## src/rtl/fp32_product_accumulator.sv

```systemverilog
// Sequential FP32 accumulator: sums LEN products from the approximate multiplier
// through an IDLE/ALIGN/ADD/NORM/DONE pipeline-in-time, truncating (no rounding).
module fp32_product_accumulator #(
    parameter int LEN   = 16,
    parameter int CNT_W = 16
) (
    input  logic        clk,
    input  logic        rst,
    input  logic        in_valid,
    output logic        in_ready,
    input  logic [31:0] in_data,
    input  logic        in_exc,
    input  logic        in_ovf,
    input  logic        in_unf,
    output logic        out_valid,
    input  logic        out_ready,
    output logic [31:0] sum,
    output logic        exc_o,
    output logic        ovf_o,
    output logic        unf_o
);

    typedef enum logic [2:0] {IDLE, ALIGN, ADD, NORM, DONE} state_t;

    state_t state, state_nxt;

    logic [31:0]      acc;
    logic [31:0]      op;
    logic             op_inf;
    logic [CNT_W-1:0] count;
    logic [CNT_W-1:0] count_inc;
    logic             exc_r, ovf_r, unf_r;

    logic [23:0] a_mant, b_mant;
    logic [7:0]  a_exp;
    logic        a_sign, b_sign;
    logic [24:0] raw_sum;

    // ALIGN: order operands by magnitude, then truncate-shift the smaller one
    logic [7:0]  acc_exp, op_exp, big_exp, small_exp, exp_diff;
    logic [23:0] acc_mant, op_mant, big_mant, small_mant, shifted_mant;
    logic        swap, big_sign, small_sign;

    always_comb begin
        acc_exp    = acc[30:23];
        op_exp     = op[30:23];
        acc_mant   = (acc_exp == '0) ? '0 : {1'b1, acc[22:0]};
        op_mant    = (op_exp == '0) ? '0 : {1'b1, op[22:0]};
        swap       = {op_exp, op_mant} > {acc_exp, acc_mant};
        big_exp    = swap ? op_exp : acc_exp;
        big_mant   = swap ? op_mant : acc_mant;
        big_sign   = swap ? op[31] : acc[31];
        small_exp  = swap ? acc_exp : op_exp;
        small_mant = swap ? acc_mant : op_mant;
        small_sign = swap ? acc[31] : op[31];
        exp_diff   = big_exp - small_exp;
        shifted_mant = (exp_diff >= 8'd25) ? '0 : (small_mant >> exp_diff);
    end

    logic [4:0]        lzc;
    logic [22:0]       norm_frac;
    logic signed [9:0] norm_exp;
    logic [31:0]       norm_res;
    logic              norm_ovf, norm_unf;

    always_comb begin
        lzc = '0;
        for (int unsigned i = 0; i < 24; i++) begin
            if (raw_sum[i]) lzc = 5'(23 - i);
        end
        norm_ovf  = 1'b0;
        norm_unf  = 1'b0;
        norm_res  = '0;
        norm_frac = '0;
        norm_exp  = '0;
        if (raw_sum[24]) begin
            norm_exp  = $signed({2'b00, a_exp}) + 10'sd1;
            norm_frac = raw_sum[23:1];
        end else begin
            norm_exp  = $signed({2'b00, a_exp}) - $signed({5'b00000, lzc});
            norm_frac = raw_sum[22:0] << lzc;
        end
        if (raw_sum != '0) begin
            if (norm_exp >= 10'sd255) begin
                norm_res = {a_sign, 8'hFF, 23'd0};
                norm_ovf = 1'b1;
            end else if (norm_exp <= 10'sd0) begin
                norm_unf = 1'b1;
            end else begin
                norm_res = {a_sign, norm_exp[7:0], norm_frac};
            end
        end
    end

    assign count_inc = count + 1'b1;

    always_ff @(posedge clk) begin
        if (rst) state <= IDLE;
        else     state <= state_nxt;
    end

    always_comb begin
        state_nxt = state;
        in_ready  = 1'b0;
        out_valid = 1'b0;
        case (state)
            IDLE: begin
                in_ready = ~rst;
                if (in_valid) state_nxt = ALIGN;
            end
            ALIGN: state_nxt = ADD;
            ADD:   state_nxt = NORM;
            NORM:  state_nxt = (count_inc == CNT_W'(LEN)) ? DONE : IDLE;
            DONE: begin
                out_valid = ~rst;
                if (out_ready) state_nxt = IDLE;
            end
            default: state_nxt = IDLE;
        endcase
    end

    always_ff @(posedge clk) begin
        if (rst) begin
            acc   <= '0;
            count <= '0;
            exc_r <= 1'b0;
            ovf_r <= 1'b0;
            unf_r <= 1'b0;
        end else begin
            case (state)
                IDLE: if (in_valid) begin
                    op     <= in_data;
                    op_inf <= in_exc | in_ovf | (in_data[30:23] == 8'hFF);
                    exc_r  <= exc_r | in_exc | (in_data[30:23] == 8'hFF);
                    ovf_r  <= ovf_r | in_ovf;
                    unf_r  <= unf_r | in_unf;
                end
                ALIGN: begin
                    a_mant <= big_mant;
                    b_mant <= shifted_mant;
                    a_exp  <= big_exp;
                    a_sign <= big_sign;
                    b_sign <= small_sign;
                end
                ADD: begin
                    raw_sum <= (a_sign == b_sign) ? ({1'b0, a_mant} + {1'b0, b_mant})
                                                  : ({1'b0, a_mant} - {1'b0, b_mant});
                end
                NORM: begin
                    // An Inf accumulator absorbs everything until the batch ends
                    if (acc[30:23] != 8'hFF) begin
                        if (op_inf) begin
                            acc <= {op[31], 8'hFF, 23'd0};
                        end else begin
                            acc   <= norm_res;
                            ovf_r <= ovf_r | norm_ovf;
                            unf_r <= unf_r | norm_unf;
                        end
                    end
                    count <= count_inc;
                end
                DONE: if (out_ready) begin
                    acc   <= '0;
                    count <= '0;
                    exc_r <= 1'b0;
                    ovf_r <= 1'b0;
                    unf_r <= 1'b0;
                end
                default: ;
            endcase
        end
    end

    assign sum   = acc;
    assign exc_o = exc_r;
    assign ovf_o = ovf_r;
    assign unf_o = unf_r;

endmodule

```

## config.mk

```make
export PLATFORM = sky130hd
export DESIGN_NAME = fp32_product_accumulator
export DESIGN_NICKNAME = d
export VERILOG_FILES = /design/src/rtl/fp32_product_accumulator.sv
export SDC_FILE = /design/constraint.sdc
export NUM_CORES = 1
export LEC_CHECK = 0
export BUFFER_PORTS_ARGS = -buffer_cell sky130_fd_sc_hd__buf_4
export CORE_UTILIZATION = 45
export CTS_BUF_LIST = sky130_fd_sc_hd__clkbuf_4
export CTS_CLUSTER_DIAMETER = 40
export DETAILED_ROUTE_END_ITERATION = 10
export PLACE_DENSITY_LB_ADDON = 0.15
export SYNTH_ARGS = -nofsm -noshare
export SYNTH_HDL_FRONTEND = slang
export SYNTH_SLANG_ARGS = --single-unit
```

## constraint.sdc

```tcl
create_clock -name clk -period 8.85 [get_ports clk]
set_input_delay 0 -clock clk [delete_from_list [all_inputs] [get_ports clk]]
set_output_delay 0 -clock clk [all_outputs]
set_load 0.02 [all_outputs]
```

==> flow_summary.json <==
{
  "timing.final.ws_setup_ns": 1.90,
  "clk_pin_slew_worst_paths_ns": 0.15,
  "multiInputGateArea_um2": 7680,
  "rsz0062_at_grt": "false",
  "post-dp-hpwl_um": 29700,
  "ant_nets": 0,
  "nNetsFinal": 1611,
  "power_leakage_nw": 5.66,
  "antenna_found_initial": 3,
  "grt_pass1_wl_um": 59800,
  "final_layout_size_suffix_gt1_share_pct": 12.8,
  "vias_per_cell": 5.98,
  "fp.dieH_um": 170,
  "grt_util_met1_pct": 37.7,
  "mostFrequentLayoutCells": "172 x nand2_1, 136 x nor2_1, 116 x edfxtp_1",
  "clock_latency_ns": 0.62,
  "die_width_um": 170,
  "utilization_pct": 51.5,
  "worstSetupPathType": "flop to flop",
  "fin_skew_ns": 0.0272,
  "synthFlopType": "edfxtp_1",
  "track_usage_pct": 27.1,
  "ys_ff_latch": 170,
  "drt_wl_total_um": 38600,
  "r2r_start": "op[24]",
  "io_pins": 76,
  "grt_overflow": 0,
  "synth.distinct_cells": 81,
  "core_um2": 27900,
  "final_common_cell": "nand2_1",
  "cts-root-buf": "clkbuf_4",
  "ys_warn_count": 0,
  "syn_avg_cell_area_um2": 8.97,
  "worst_pin_slew_ns": 1.14,
  "grt_pass1_vias": 10300,
  "final_area_um2": 14300,
  "finalWeightedCongestion": 1.01,
  "htree_levels": 4,
  "cts_sinks": 170,
  "yosysSeqAreaShare_pct": 35.7,
  "crit_path_end_kind": "flop",
  "drcViolationCount": 0,
  "post_cts_resize_count": 0,
  "drt-wirelength-per-cell_um": 20.4,
  "dr.pass1.iters": 6,
  "n_fill_cell": 2588,
  "regArea_um2": 4560,
  "met2_usage_pct": 43.6,
  "grt_max_degree": 70,
  "cts_max_path_buffers": 2,
  "peakVddDrop_uv": 86.8,
  "synth_fp_nets": 1532,
  "grt-busiest-layer": "met2",
  "dp_slack_ns": 1.98,
  "hold_path_depth": 2,
  "post_cts_buffers": 0,
  "async_flop_share_pct": 0,
  "crit_fanout": 36,
  "worstRegToRegCells": 20,
  "powerDensity_nw_per_um2": 130,
  "max-slew-margin-rel_pct": 23.7,
  "finalHoldViolCount": 0,
  "synth_edf_count": 116,
  "syn_to_final_growth_pct": 12.3,
  "required_ns": 9.27,
  "initial_core_util_pct": 45.8,
  "finalSetupTns_ns": 0,
  "outcome": "completed",
  "numCtsBuffers": 17,
  "final.period_utilization_pct": 78.5,
  "grt.met3_usage_pct": 4.53,
  "synth_area_um2": 12800,
  "hp-start": "in_data[19]",
  "die_area_um2": 29100,
  "hold_path_end": "op[19]",
  "drt_iter0_drc": 1217,
  "io_buffers": 75,
  "reg2reg_slack_ns": 1.90,
  "slew_viol_final": 0,
  "cp.arrival_ns": 7.37,
  "worstReg2RegEnd": "b_mant[23]",
  "tritoncts": "done",
  "report.final.setup_viol": 0,
  "num_rows": 61,
  "syn_inst": 1424,
  "hold_class": "input pin to flop",
  "dpl_cell_area_um2": 13700,
  "cp-start-kind": "flop",
  "period_needed_ns": 6.95,
  "maxCapViolations": 0,
  "timing.fmax_mhz": 144,
  "num_vias": 11300
}
==> how the worst max path moves through the flow <==
stage | startpoint | endpoint | cells past startpoint | slack (ns)
after detailed placement | op[24] | b_mant[23] | 20 | 1.98
final | op[24] | b_mant[23] | 20 | 1.90
after global placement | op[24] | b_mant[23] | 20 | 2.26
after floorplan | op[24] | b_mant[7] | 24 | 3.27
after CTS | op[24] | b_mant[23] | 20 | 1.96
after global routing | op[24] | b_mant[20] | 20 | 1.31
==> worst max-delay path: stages (launching register included) <==
cell and delay, ns:
edfxtp_1 0.56, nor4_1 0.32, nand2_1 0.59, nand2_1 0.34, inv_1 0.10, ha_1 0.32, nand4_1 0.17, nor4_1 0.52
a21boi_0 0.25, or4_1 0.21, a22oi_2 0.07, buf_4 0.31, nor2_1 0.17, nor2_1 0.06, ha_1 0.18, a221oi_2 0.23
o31ai_4 0.16, a221oi_2 0.58, xor2_1 0.87, nand3_4 0.36, nor4_1 0.38
==> metal layers <==
metal | wire, um | up-vias
met5 | 11 | -
met4 | 768 | 2
met3 | 2370 | 50
met2 | 17800 | 420
met1 | 17600 | 5436
li1 | - | 5425
==> cells by family (layout without fill, tap and decap cells) <==
kind of cell,count (synthesis),count (layout),synth area share [%]
buffers and inverters,139,231,4.31
multiplexers,103,103,10.7
AO/OA/AOI/OAI,366,366,18.8
adder cells (fa/ha/maj),69,69,6.88
XOR/XNOR,65,65,4.46
AND/OR/NAND/NOR,512,512,19.2
flip-flops,170,170,35.7
other,0,2,0
==> layout make-up <==
| type | instances | share of cell area, % |
|---|---|---|
| Antenna cell | 2 | 0.0349 |
| Clock buffer | 17 | 0.890 |
| Clock inverter | 15 | 0.986 |
| Inverter | 67 | 1.75 |
| Multi-Input combinational cell | 1115 | 53.6 |
| Sequential cell | 170 | 31.8 |
| Tap cell | 378 | 3.30 |
| Timing Repair Buffer | 132 | 7.63 |
==> Yosys cell counts (all sizes together), types with 9 or more instances <==
library cell	count	area share (%)
a211oi	11	0.65
a21o	16	0.94
a21oi	115	4.5
a221o	11	0.86
a22oi	13	0.76
a2bb2oi	10	0.69
a31oi	11	0.54
and2	14	0.69
and3	17	0.83
buf	20	0.81
clkbuf	52	1.5
dfxtp	54	8.5
edfxtp	116	27
ha	67	6.6
inv	66	1.9
mux2	14	1.2
mux2i	64	5.0
mux4	25	4.4
nand2	172	5.1
nand2b	22	1.1
nand3	28	1.3
nand4	17	0.95
nor2	138	4.1
nor2b	14	0.69
nor3	40	1.7
nor4	18	1.0
o211ai	9	0.53
o21ai	86	3.4
o31ai	16	1.0
or2	9	0.44
xnor2	43	2.9
xor2	22	1.5
==> state kept, by name, summed over array words and instances (netlist names), 3 cells and up <==
signal,cells
raw_sum,25
op,32
a_mant,24
sum,32
count,16
a_exp,8
state,3
b_mant,24
==> metrics by stage <==
step                      hold WS [ns]  instances  total power [mW]
after floorplan                 0.0989       1424              1.28
after global placement           0.178       1821              1.42
after CTS                       0.0440       1894              1.87
after global routing            0.0327       1896              1.96
after detailed placement         0.179       1821              1.42
final                           0.0875       1896              1.87
==> power breakdown <==
part | internal (mW) | switching [mW]
registers | 0.886 | 0.0281
logic | 0.203 | 0.303
clock network | 0.144 | 0.301
total | 1.23 | 0.632
==> repair_timing <==
action | CTS | global route
hold buffers | 41 | 0
endpoints found under the setup margin | 0 | 0
endpoints found under the hold margin | 64 | 0
No activity file was read; power rests on OpenSTA's default activity.
